File: config.mk
export PLATFORM = sky130hd
export DESIGN_NAME = cordic_stream_flat
export DESIGN_NICKNAME = d
export VERILOG_FILES = /design/src/rtl/cordic_pkg.sv /design/src/rtl/cordic_stream_if.sv /design/src/rtl/cordic_stage.sv /design/src/rtl/cordic_stream.sv /design/src/flat_wrapper.sv
export SDC_FILE = /design/constraint.sdc
export NUM_CORES = 2
export LEC_CHECK = 0
export CORE_ASPECT_RATIO = 1.5
export CORE_MARGIN = 2
export CORE_UTILIZATION = 26
export DETAILED_ROUTE_END_ITERATION = 10
export DONT_BUFFER_PORTS = 1
export HOLD_SLACK_MARGIN = 0.03
export PLACE_DENSITY_LB_ADDON = 0.1
export SETUP_SLACK_MARGIN = 0.05
export SYNTH_ARGS = -nofsm -noshare
export SYNTH_HDL_FRONTEND = slang
export SYNTH_HIERARCHICAL = 1
export SYNTH_SLANG_ARGS = --single-unit
File: constraint.sdc
create_clock -name clk -period 3.4 [get_ports clk]
set_input_delay 0.51 -clock clk [delete_from_list [all_inputs] [get_ports clk]]
set_output_delay 0.51 -clock clk [all_outputs]
set_load 0.02 [all_outputs]
File: src/rtl/cordic_pkg.sv
// Shared CORDIC definitions: op encoding, arctangent table generator, 1/K constant.
package cordic_pkg;

  localparam logic [1:0] OP_ROT    = 2'b00;
  localparam logic [1:0] OP_VEC    = 2'b01;
  localparam logic [1:0] OP_FOLLOW = 2'b10;

  // 1/K = 0.6072529350 with 32 fractional bits, kept signed so it multiplies signed data.
  localparam int                   INV_K_FRAC = 32;
  localparam logic signed [32:0]   INV_K      = 33'sd2608131496;

  // atan(2^-(k-1)) scaled so a full circle is 2^(width+1), rounded to nearest.
  function automatic longint atan_lsb(input int width, input int k);
    real t;
    real tp;
    real sum;
    real scale;
    longint res;
    if (k == 1) begin
      res = 64'sd1 <<< (width - 2);
    end else begin
      t   = 1.0 / (2.0 ** (k - 1));
      tp  = t;
      sum = 0.0;
      for (int n = 0; n < 30; n++) begin
        if (n % 2 == 0) begin
          sum = sum + tp / (2.0 * n + 1.0);
        end else begin
          sum = sum - tp / (2.0 * n + 1.0);
        end
        tp = tp * t * t;
      end
      scale = (2.0 ** (width + 1)) / (2.0 * 3.14159265358979323846);
      res   = longint'($rtoi(sum * scale + 0.5));
    end
    return res;
  endfunction

endpackage

File: src/rtl/cordic_stream_if.sv
// Sample stream bundle: valid strobe with op/tag sideband and x/y/phase payload.
interface cordic_stream_if #(
  parameter int WIDTH = 18,
  parameter int TAGW  = 4
);
  logic                    valid;
  logic [1:0]              op;
  logic [TAGW-1:0]         tag;
  logic signed [WIDTH-1:0] x;
  logic signed [WIDTH-1:0] y;
  logic [WIDTH:0]          phase;

  modport master (output valid, op, tag, x, y, phase);
  modport slave  (input  valid, op, tag, x, y, phase);
endinterface

File: src/rtl/cordic_stage.sv
// One CORDIC micro-rotation by +/-atan(2^-SHIFT), with a held direction for follow samples.
module cordic_stage
  import cordic_pkg::*;
#(
  parameter int             WIDTH = 18,
  parameter int             TAGW  = 4,
  parameter int             SHIFT = 0,
  parameter logic [WIDTH:0] ATAN  = '0
) (
  input  logic                    clk,
  input  logic                    rst_n,
  input  logic                    in_valid,
  input  logic [1:0]              in_op,
  input  logic [TAGW-1:0]         in_tag,
  input  logic signed [WIDTH-1:0] in_x,
  input  logic signed [WIDTH-1:0] in_y,
  input  logic [WIDTH:0]          in_z,
  output logic                    out_valid,
  output logic [1:0]              out_op,
  output logic [TAGW-1:0]         out_tag,
  output logic signed [WIDTH-1:0] out_x,
  output logic signed [WIDTH-1:0] out_y,
  output logic [WIDTH:0]          out_z
);

  logic                    dir_h_r;
  logic                    dir_calc_s;
  logic                    dir_use_s;
  logic signed [WIDTH-1:0] x_sh_s;
  logic signed [WIDTH-1:0] y_sh_s;
  logic signed [WIDTH-1:0] x_next_s;
  logic signed [WIDTH-1:0] y_next_s;
  logic [WIDTH:0]          z_next_s;

  // Direction select and micro-rotation; d=1 turns clockwise and advances z by atan.
  always_comb begin
    case (in_op)
      OP_ROT:  dir_calc_s = in_z[WIDTH];
      OP_VEC:  dir_calc_s = ~in_y[WIDTH-1];
      default: dir_calc_s = 1'b0;
    endcase
    if (in_op[1]) begin
      dir_use_s = ~dir_h_r;
    end else begin
      dir_use_s = dir_calc_s;
    end
    x_sh_s = in_x >>> SHIFT;
    y_sh_s = in_y >>> SHIFT;
    if (dir_use_s) begin
      x_next_s = in_x + y_sh_s;
      y_next_s = in_y - x_sh_s;
      z_next_s = in_z + ATAN;
    end else begin
      x_next_s = in_x - y_sh_s;
      y_next_s = in_y + x_sh_s;
      z_next_s = in_z - ATAN;
    end
  end

  // Data and sideband registers, clocked every cycle.
  always_ff @(posedge clk or negedge rst_n) begin
    if (!rst_n) begin
      out_valid <= 1'b0;
      out_op    <= 2'b00;
      out_tag   <= '0;
      out_x     <= '0;
      out_y     <= '0;
      out_z     <= '0;
    end else begin
      out_valid <= in_valid;
      out_op    <= in_op;
      out_tag   <= in_tag;
      out_x     <= x_next_s;
      out_y     <= y_next_s;
      out_z     <= z_next_s;
    end
  end

  // Held direction: only valid non-follow samples update it.
  always_ff @(posedge clk or negedge rst_n) begin
    if (!rst_n) begin
      dir_h_r <= 1'b0;
    end else if (in_valid && !in_op[1]) begin
      dir_h_r <= dir_calc_s;
    end else begin
      dir_h_r <= dir_h_r;
    end
  end

endmodule

File: src/rtl/cordic_stream.sv
// Streaming CORDIC: input register, 180-degree pre-stage, NSTAGE micro-rotations.
// Define CORDIC_GAIN_COMP_EN to append a registered 1/K gain-compensation stage.
module cordic_stream
  import cordic_pkg::*;
#(
  parameter int WIDTH  = 18,
  parameter int NSTAGE = 18,
  parameter int TAGW   = 4
) (
  input  logic            clk,
  input  logic            rst_n,
  cordic_stream_if.slave  s_in,
  cordic_stream_if.master m_out
);

  typedef logic [WIDTH:0] phase_t;

  logic                    in_valid_r;
  logic [1:0]              in_op_r;
  logic [TAGW-1:0]         in_tag_r;
  logic signed [WIDTH-1:0] in_x_r;
  logic signed [WIDTH-1:0] in_y_r;
  phase_t                  in_phase_r;

  logic                    dir0_calc_s;
  logic                    dir0_use_s;
  logic                    dir0_h_r;
  logic signed [WIDTH-1:0] x0_s;
  logic signed [WIDTH-1:0] y0_s;
  phase_t                  z0_s;

  logic                    pre_valid_r;
  logic [1:0]              pre_op_r;
  logic [TAGW-1:0]         pre_tag_r;
  logic signed [WIDTH-1:0] pre_x_r;
  logic signed [WIDTH-1:0] pre_y_r;
  phase_t                  pre_z_r;

  logic                    st_valid_s [0:NSTAGE];
  logic [1:0]              st_op_s    [0:NSTAGE];
  logic [TAGW-1:0]         st_tag_s   [0:NSTAGE];
  logic signed [WIDTH-1:0] st_x_s     [0:NSTAGE];
  logic signed [WIDTH-1:0] st_y_s     [0:NSTAGE];
  phase_t                  st_z_s     [0:NSTAGE];

  // Input capture register.
  always_ff @(posedge clk or negedge rst_n) begin
    if (!rst_n) begin
      in_valid_r <= 1'b0;
      in_op_r    <= 2'b00;
      in_tag_r   <= '0;
      in_x_r     <= '0;
      in_y_r     <= '0;
      in_phase_r <= '0;
    end else begin
      in_valid_r <= s_in.valid;
      in_op_r    <= s_in.op;
      in_tag_r   <= s_in.tag;
      in_x_r     <= s_in.x;
      in_y_r     <= s_in.y;
      in_phase_r <= s_in.phase;
    end
  end

  // Pre-stage folds the operand into the right half-plane; 180 degrees is its own inverse.
  always_comb begin
    case (in_op_r)
      OP_ROT:  dir0_calc_s = in_phase_r[WIDTH] ^ in_phase_r[WIDTH-1];
      OP_VEC:  dir0_calc_s = in_x_r[WIDTH-1];
      default: dir0_calc_s = 1'b0;
    endcase
    if (in_op_r[1]) begin
      dir0_use_s = dir0_h_r;
    end else begin
      dir0_use_s = dir0_calc_s;
    end
    if (dir0_use_s) begin
      x0_s = -in_x_r;
      y0_s = -in_y_r;
      z0_s = in_phase_r ^ {1'b1, {WIDTH{1'b0}}};
    end else begin
      x0_s = in_x_r;
      y0_s = in_y_r;
      z0_s = in_phase_r;
    end
  end

  // Pre-stage pipeline register.
  always_ff @(posedge clk or negedge rst_n) begin
    if (!rst_n) begin
      pre_valid_r <= 1'b0;
      pre_op_r    <= 2'b00;
      pre_tag_r   <= '0;
      pre_x_r     <= '0;
      pre_y_r     <= '0;
      pre_z_r     <= '0;
    end else begin
      pre_valid_r <= in_valid_r;
      pre_op_r    <= in_op_r;
      pre_tag_r   <= in_tag_r;
      pre_x_r     <= x0_s;
      pre_y_r     <= y0_s;
      pre_z_r     <= z0_s;
    end
  end

  // Pre-stage held direction for follow samples.
  always_ff @(posedge clk or negedge rst_n) begin
    if (!rst_n) begin
      dir0_h_r <= 1'b0;
    end else if (in_valid_r && !in_op_r[1]) begin
      dir0_h_r <= dir0_calc_s;
    end else begin
      dir0_h_r <= dir0_h_r;
    end
  end

  assign st_valid_s[0] = pre_valid_r;
  assign st_op_s[0]    = pre_op_r;
  assign st_tag_s[0]   = pre_tag_r;
  assign st_x_s[0]     = pre_x_r;
  assign st_y_s[0]     = pre_y_r;
  assign st_z_s[0]     = pre_z_r;

  for (genvar k = 0; k < NSTAGE; k++) begin : g_stage
    localparam phase_t ATAN_K = phase_t'(atan_lsb(WIDTH, k + 1));
    cordic_stage #(
      .WIDTH (WIDTH),
      .TAGW  (TAGW),
      .SHIFT (k),
      .ATAN  (ATAN_K)
    ) u_stage (
      .clk       (clk),
      .rst_n     (rst_n),
      .in_valid  (st_valid_s[k]),
      .in_op     (st_op_s[k]),
      .in_tag    (st_tag_s[k]),
      .in_x      (st_x_s[k]),
      .in_y      (st_y_s[k]),
      .in_z      (st_z_s[k]),
      .out_valid (st_valid_s[k+1]),
      .out_op    (st_op_s[k+1]),
      .out_tag   (st_tag_s[k+1]),
      .out_x     (st_x_s[k+1]),
      .out_y     (st_y_s[k+1]),
      .out_z     (st_z_s[k+1])
    );
  end

`ifdef CORDIC_GAIN_COMP_EN
  localparam int PW = WIDTH + INV_K_FRAC + 1;
  localparam logic signed [PW-1:0] GC_HALF =
    {{(PW - INV_K_FRAC){1'b0}}, 1'b1, {(INV_K_FRAC - 1){1'b0}}};

  logic signed [PW-1:0]    gx_prod_s;
  logic signed [PW-1:0]    gy_prod_s;
  logic                    gc_valid_r;
  logic [1:0]              gc_op_r;
  logic [TAGW-1:0]         gc_tag_r;
  logic signed [WIDTH-1:0] gc_x_r;
  logic signed [WIDTH-1:0] gc_y_r;
  phase_t                  gc_z_r;

  // Scale by 1/K with round-half-up before dropping the fraction.
  always_comb begin
    gx_prod_s = st_x_s[NSTAGE] * INV_K + GC_HALF;
    gy_prod_s = st_y_s[NSTAGE] * INV_K + GC_HALF;
  end

  // Gain-compensation register; sideband delayed to stay aligned.
  always_ff @(posedge clk or negedge rst_n) begin
    if (!rst_n) begin
      gc_valid_r <= 1'b0;
      gc_op_r    <= 2'b00;
      gc_tag_r   <= '0;
      gc_x_r     <= '0;
      gc_y_r     <= '0;
      gc_z_r     <= '0;
    end else begin
      gc_valid_r <= st_valid_s[NSTAGE];
      gc_op_r    <= st_op_s[NSTAGE];
      gc_tag_r   <= st_tag_s[NSTAGE];
      gc_x_r     <= gx_prod_s[INV_K_FRAC +: WIDTH];
      gc_y_r     <= gy_prod_s[INV_K_FRAC +: WIDTH];
      gc_z_r     <= st_z_s[NSTAGE];
    end
  end

  assign m_out.valid = gc_valid_r;
  assign m_out.op    = gc_op_r;
  assign m_out.tag   = gc_tag_r;
  assign m_out.x     = gc_x_r;
  assign m_out.y     = gc_y_r;
  assign m_out.phase = gc_z_r;
`else
  assign m_out.valid = st_valid_s[NSTAGE];
  assign m_out.op    = st_op_s[NSTAGE];
  assign m_out.tag   = st_tag_s[NSTAGE];
  assign m_out.x     = st_x_s[NSTAGE];
  assign m_out.y     = st_y_s[NSTAGE];
  assign m_out.phase = st_z_s[NSTAGE];
`endif

endmodule
File: src/flat_wrapper.sv
// flat-port wrapper written by rule: the top's interface ports become plain ports
module cordic_stream_flat import cordic_pkg::*;
#(
  parameter int WIDTH  = 18,
  parameter int NSTAGE = 18,
  parameter int TAGW   = 4
)
  (clk, rst_n, s_in_valid, s_in_op, s_in_tag, s_in_x, s_in_y, s_in_phase, m_out_valid, m_out_op, m_out_tag, m_out_x, m_out_y, m_out_phase);
  cordic_stream_if #(.WIDTH(WIDTH), .TAGW(TAGW)) s_in_i ();
  cordic_stream_if #(.WIDTH(WIDTH), .TAGW(TAGW)) m_out_i ();
  input  logic clk;
  input  logic rst_n;
  input wire logic [$bits(s_in_i.valid)-1:0] s_in_valid;
  input wire logic [$bits(s_in_i.op)-1:0] s_in_op;
  input wire logic [$bits(s_in_i.tag)-1:0] s_in_tag;
  input wire logic [$bits(s_in_i.x)-1:0] s_in_x;
  input wire logic [$bits(s_in_i.y)-1:0] s_in_y;
  input wire logic [$bits(s_in_i.phase)-1:0] s_in_phase;
  output wire logic [$bits(m_out_i.valid)-1:0] m_out_valid;
  output wire logic [$bits(m_out_i.op)-1:0] m_out_op;
  output wire logic [$bits(m_out_i.tag)-1:0] m_out_tag;
  output wire logic [$bits(m_out_i.x)-1:0] m_out_x;
  output wire logic [$bits(m_out_i.y)-1:0] m_out_y;
  output wire logic [$bits(m_out_i.phase)-1:0] m_out_phase;
  assign s_in_i.valid = s_in_valid;
  assign s_in_i.op = s_in_op;
  assign s_in_i.tag = s_in_tag;
  assign s_in_i.x = s_in_x;
  assign s_in_i.y = s_in_y;
  assign s_in_i.phase = s_in_phase;
  assign m_out_valid = m_out_i.valid;
  assign m_out_op = m_out_i.op;
  assign m_out_tag = m_out_i.tag;
  assign m_out_x = m_out_i.x;
  assign m_out_y = m_out_i.y;
  assign m_out_phase = m_out_i.phase;
  cordic_stream #(.WIDTH(WIDTH), .NSTAGE(NSTAGE), .TAGW(TAGW)) u_core (.clk(clk), .rst_n(rst_n), .s_in(s_in_i), .m_out(m_out_i));
endmodule
# Word-level counts from Yosys, hierarchy flattened
# Cells that the tools add are included.
# Widths: inputs -> output; s select.
# totals
elab_cells	457
output_inout_bits	62
inputBits	64
reg_bits	1259
# op_classes
n_mux	95
reduce_logical	57
bitwise_logic	38
eq_ne	19
n_addsub	109
# op_table
cell	count
$mux 18	38
$mux 19	19
$add 19x1->19 const B	2
$eq 2x1->1 const B	19
$logic_not 2->1	19
$pmux 1 s2	19
$sub 19x1->19 const B	2
$not 1->1	37
$add 18x1->18	2
$add 18x10->18	2
$add 18x11->18	2
$add 18x12->18	2
$add 18x13->18	2
$add 18x14->18	2
$add 18x15->18	2
$add 18x16->18	2
$add 18x17->18	2
$add 18x2->18	2
$add 18x3->18	2
$add 18x4->18	2
$add 18x5->18	2
$add 18x6->18	2
$add 18x7->18	2
$add 18x8->18	2
57 further kinds	131

# Logic depth before layout (Yosys ltp)
# logic_depth
ltp_word	4
ltp_mapped	16
depth_no_buf	16

# Modules after synthesis
# Netlist, hierarchy kept.
# by_module_without_submodules
mod	instances	seq_area_each_um2	area_each_um2	cells_per_inst
cordic_stage (u_core.g_stage[5].u_stage)	1	1576.5	4969.8	537
cordic_stage (u_core.g_stage[11].u_stage)	1	1576.5	4887.2	527
cordic_stage (u_core.g_stage[10].u_stage)	1	1576.5	4840.9	535
cordic_stage (u_core.g_stage[3].u_stage)	1	1576.5	4804.6	520
cordic_stage (u_core.g_stage[8].u_stage)	1	1576.5	4752.1	513
cordic_stage (u_core.g_stage[9].u_stage)	1	1576.5	4714.5	519
cordic_stage (u_core.g_stage[6].u_stage)	1	1576.5	4709.5	505
cordic_stage (u_core.g_stage[4].u_stage)	1	1576.5	4692.0	489
cordic_stage (u_core.g_stage[12].u_stage)	1	1576.5	4638.2	507
cordic_stage (u_core.g_stage[1].u_stage)	1	1576.5	4621.9	500
cordic_stage (u_core.g_stage[2].u_stage)	1	1576.5	4594.4	486
cordic_stage (u_core.g_stage[15].u_stage)	1	1576.5	4588.2	482
cordic_stage (u_core.g_stage[7].u_stage)	1	1576.5	4531.8	477
cordic_stage (u_core.g_stage[16].u_stage)	1	1576.5	4504.3	457
5 more rows	n/a	n/a	n/a	n/a

# Least setup slack after synthesis
# Ideal clock, no wire load.
# synth_path
kind	register -> register
from	register u_core.g_stage[0].u_stage.out_y[17]
to	register u_core.g_stage[1].u_stage.out_x[14]
required_time_ns	3.331
setup_time_ns	0.069
period_less_slack_ns	3.744
path_buffers	3
arrival_ns	3.675
path_slack_ns	-0.344
stages_incl_launch_ff	15
cell_sequence	dfrtp_1 -> clkbuf_1 -> nor2b_1 -> o31ai_1 -> clkbuf_1 -> clkbuf_1 -> o31ai_1 -> xnor2_1 -> ha_1 -> o21a_1 -> o31a_1 -> o211ai_1 -> a21boi_0 -> or4_1 -> nand3_1
# synth_via
elab_chain_cells	4
# synth_lines
item	line_no	rtl
start, declared	cordic_stage.sv:22	output logic signed [WIDTH-1:0] out_y,
start signal, assigned	cordic_stage.sv:74	out_y <= y_next_s;
$not 1->1	cordic_stage.sv:39	OP_VEC: dir_calc_s = ~in_y[WIDTH-1];
$pmux 1 s2	cordic_stage.sv:37	case (in_op)
$mux 1	cordic_stage.sv:42	if (in_op[1]) begin
$mux 18	cordic_stage.sv:49	if (dir_use_s) begin
net u_core.g_stage[1].u_stage.x_next_s[14]	cordic_stage.sv:31	logic signed [WIDTH-1:0] x_next_s;
end signal, assigned	cordic_stage.sv:73	out_x <= x_next_s;
end, declared	cordic_stage.sv:21	output logic signed [WIDTH-1:0] out_x,
# The timed path passes the listed nets, and every way through them passes these cells.
# A chain may end at the register's enable or synchronous reset.

# Final worst setup path
# layout_path
from	register u_core.g_stage[10].u_stage.out_y[15]
to	register u_core.g_stage[11].u_stage.out_x[17]
# layout_via
elab_chain_cells	2
elab_cells_between_ends	3
classes_between	add/sub (2); mux (1)
# layout_lines
item	line_no
start, declared	cordic_stage.sv:22
start signal, assigned	cordic_stage.sv:74
$sub 18x7->18 / $add 18x7->18 (equally long branches)	cordic_stage.sv:54, cordic_stage.sv:50
$mux 18 *	cordic_stage.sv:49
net u_core.g_stage[11].u_stage.x_next_s[17]	cordic_stage.sv:31
end signal, assigned	cordic_stage.sv:73
end, declared	cordic_stage.sv:21
# The timed path passes the listed nets; every way through them passes the cells marked *.

==> impl_metrics.json <==
{
  "fp.dieH_um": 713,
  "met3_usage_pct": 1.54,
  "clock-sinks": 1258,
  "required_ns": 4.09,
  "path_clk_slew_ns": 0.06,
  "synthAdderAreaFrac_pct": 15.0,
  "die_x_um": 477,
  "routabilityCongestion": 0.882,
  "maxCapViolCount": 0,
  "worstPathCellList": "nor4_4, buf_4, nand3_2, ha_4, a21oi_2, ha_1, a21o_1, buf_4, a31oi_2, o31ai_4, a221oi_4, buf_4, xnor2_2",
  "grt_pass1_wl_mm": 435,
  "worstMarginPinSlew_ns": 1.30,
  "use_met1_pct": 13.1,
  "busiest_layer": "met2",
  "hold_slack_ns": -0.647,
  "setup_viol": 1,
  "finalCritPeriodShare_pct": 101,
  "holdBufCountCts": 62,
  "dpl_worst_slack_ns": -0.460,
  "start_kind": "register",
  "h-tree-depth": 4,
  "synthMuxAreaShare_pct": 0.709,
  "netlist_area_um2": 87100,
  "post-route-worst-setup-slack_ns": -0.0499,
  "synth_cell_types": 158,
  "syn_area_per_cell_um2": 9.54,
  "crit_path_end_kind": "register",
  "seqCellArea_um2": 31500,
  "fmax_mhz": 290,
  "syn_nets": 10204,
  "drt_drc_violations_left": 0,
  "nets": 11566,
  "yosysTopAreaCell": "dfrtp_1",
  "cpMostUsedCell": "buf_4",
  "synth_edf_count": 0,
  "critical_path_peak_fanout": 4,
  "yosysMostFrequentCell": "dfrtp_1",
  "io-pin-count": 126,
  "seq_area_frac_synth_pct": 36.1,
  "drtPass1Iterations": 6,
  "async_flop_share_pct": 100,
  "grt_max_degree": 231,
  "core_um2": 334000,
  "fillers": 34266,
  "synth_top_family_by_area": "compound AO/OA/AOI/OAI gates",
  "clk_latency_ns": 0.87,
  "synth_common_cells": "dfrtp_1 (1258), ha_1 (956), a21oi_1 (806)",
  "min_path_type": "in -> async",
  "fin_crit_ns": 3.45,
  "slowest_stage": "nor4_4",
  "drv_slew": 0,
  "path_class": "reg -> reg",
  "post_drt_wl_per_cell_um": 18.9,
  "synth-seq-cells": 1258,
  "clockBufferDepth": 4,
  "overflow": 0,
  "synth.top_cell.area_share_pct": 36.1,
  "via_per_inst": 4.80,
  "antenna_found_initial": 2,
  "status": "complete, but fails checks",
  "dieArea_um2": 340000,
  "synth_compound_gate_area_share_pct": 21.1,
  "finClkSkew_ns": 0.0720,
  "track_usage_pct": 16.3,
  "maxSlewHeadroom_pct": 13.4,
  "std_cell_rows": 260,
  "grt_pass1_vias": 76913,
  "cts_tree": "done",
  "syn2layout_area_growth_pct": 29.0,
  "crit_path_max_incr_delay_ns": 0.59,
  "numPortBuffers": 0,
  "dpl.hpwl_mm": 227,
  "synth-xor-area-share_pct": 10.4,
  "vias": 72397,
  "yosys_warnings": 6,
  "wl_mm": 285,
  "synth-simple-area-share_pct": 13.4,
  "numCtsBuffers": 163,
  "finalHoldViolations": 162,
  "violations": "negative hold slack, negative setup slack",
  "drt_iter0_markers": 2549,
  "grt_use_met2_pct": 36.2,
  "netlist_instances": 9130,
  "ys.flop_type": "dfrtp_1",
  "drive_above_1_share_pct": 22.8,
  "cp.arrival_ns": 4.14,
  "start_util_pct": 26.1,
  "rsz0062_at_grt": "yes",
  "multi_input_area_um2": 56400,
  "drtAntennaViolNets": 0,
  "synth_area_leaders": "dfrtp_1 (36%), ha_1 (14%), xnor2_1 (7.0%)",
  "root_buffer": "clkbuf_16"
}
-- kinds of logic (layout without fill, tap and decap cells) --
logic type,count (synthesis),count (layout)
flops,1258,1258
buf+inv,703,2186
compound gates,2779,2779
simple gates,2288,2288
other cells,0,6
fa+ha+maj,1012,1012
xor+xnor,1032,1032
mux,58,58
-- final cells by class --
class	count	area share, %
multi-input combinational	7169	50.2
sequential	1258	28.1
timing repair buffer	1393	10.1
tap	4454	4.96
clock buffer	230	4.29
inverter	507	1.74
clock inverter	56	0.660
antenna	6	0.0134
-- repair_timing --
| action | in CTS | in global routing |
|---|---|---|
| pin swaps | 97 | 313 |
| setup buffers | 77 | 108 |
| gates cloned | 2 | 5 |
| hold endpoints to repair | 224 | 162 |
| setup endpoints to repair | 184 | 231 |
| gates resized for setup | 295 | 579 |
-- worst max-delay path: cells and delay by family, from the launching register on --
kind	cells	cell delay, ns
AND/OR/NAND/NOR	2	0.68
AO/OA/AOI/OAI	5	1.09
buffers and inverters	3	0.57
XOR/XNOR	1	0.06
flip-flops	1	0.41
adder cells (fa/ha/maj)	2	0.53
-- flip-flops by register name (all words and copies together), names as in the netlist, 4 cells and up --
signal / cells
u_core/g_stage.u_stage/dir_h_r: 18
u_core/g_stage.u_stage/out_op: 36
u_core/g_stage.u_stage/out_tag: 72
u_core/g_stage.u_stage/out_valid: 18
u_core/g_stage.u_stage/out_x: 323
u_core/g_stage.u_stage/out_y: 324
u_core/g_stage.u_stage/out_z: 342
u_core/in_phase_r: 19
u_core/in_tag_r: 4
u_core/in_x_r: 18
u_core/in_y_r: 18
u_core/pre_tag_r: 4
u_core/pre_x_r: 18
u_core/pre_y_r: 18
u_core/pre_z_r: 19
-- worst paths after layout --
check                                                     startpoint                                    to  slack (ns)  cells past startpoint
worst max register to register  u_core/g_stage[10].u_stage/out_y[15]  u_core/g_stage[11].u_stage/out_x[17]       -0.05                     13
max in group asynchronous                                      rst_n    u_core/g_stage[7].u_stage/out_x[8]        0.92                      3
worst max-delay path            u_core/g_stage[10].u_stage/out_y[15]  u_core/g_stage[11].u_stage/out_x[17]       -0.05                     13
worst min-delay path                                           rst_n   u_core/g_stage[17].u_stage/out_z[2]       -0.65                      0
min in group clk                                           s_in_y[5]                      u_core/in_y_r[5]        0.19                      1
worst min register to register  u_core/g_stage[0].u_stage/out_tag[3]  u_core/g_stage[1].u_stage/out_tag[3]        0.34                      0
-- cell usage in the layout, fill, tap and decap left out, types with 31 or more instances in the layout --
cell type / count
a31oi_1: 101
o31a_1: 41
nand2b_1: 124
a211oi_1: 64
a21oi_2: 88
nand3_1: 161
inv_1: 479
nand3b_1: 31
nand4_1: 69
clkbuf_8: 41
ha_1: 897
buf_6: 44
xor2_1: 317
or3_1: 59
mux2i_1: 38
dfrtp_2: 32
fa_1: 48
xnor2_1: 665
o21ai_1: 101
ha_4: 37
o21bai_1: 79
and3_1: 54
o21a_1: 145
and2_1: 34
dlygate4sd3_1: 62
o31ai_1: 76
o211ai_1: 86
nor3_1: 140
nor2b_1: 114
nand2_1: 560
a21o_1: 285
dfrtp_1: 1226
o21ai_2: 39
buf_4: 1247
a21oi_1: 726
nor2_1: 573
clkbuf_16: 170
o21ai_0: 423
-- metal layers --
metal	vias up	share of wire, %
met5	-	0
li1	35681	-
met2	1047	61
met3	589	2.0
met4	0	6.4
met1	35080	30
-- stage by stage --
step                      std cells  setup TNS (ns)  hold WS, ns  util (%)  cell area [µm²]
final                         15073         -0.0499       -0.647      33.7           112000
after global routing          15071          -0.560       -0.724      33.7           112000
after CTS                     14955         -0.0788       -0.737      32.6           109000
after floorplan                9130         -0.0452        0.214         -            87200
after detailed placement      14530          -17.88        0.215      30.2           101000
after global placement        14530          -12.99        0.215      30.2           101000
Power is not shown: default switching activity piles up to over one toggle a cycle in this logic, so the estimate is an artifact.
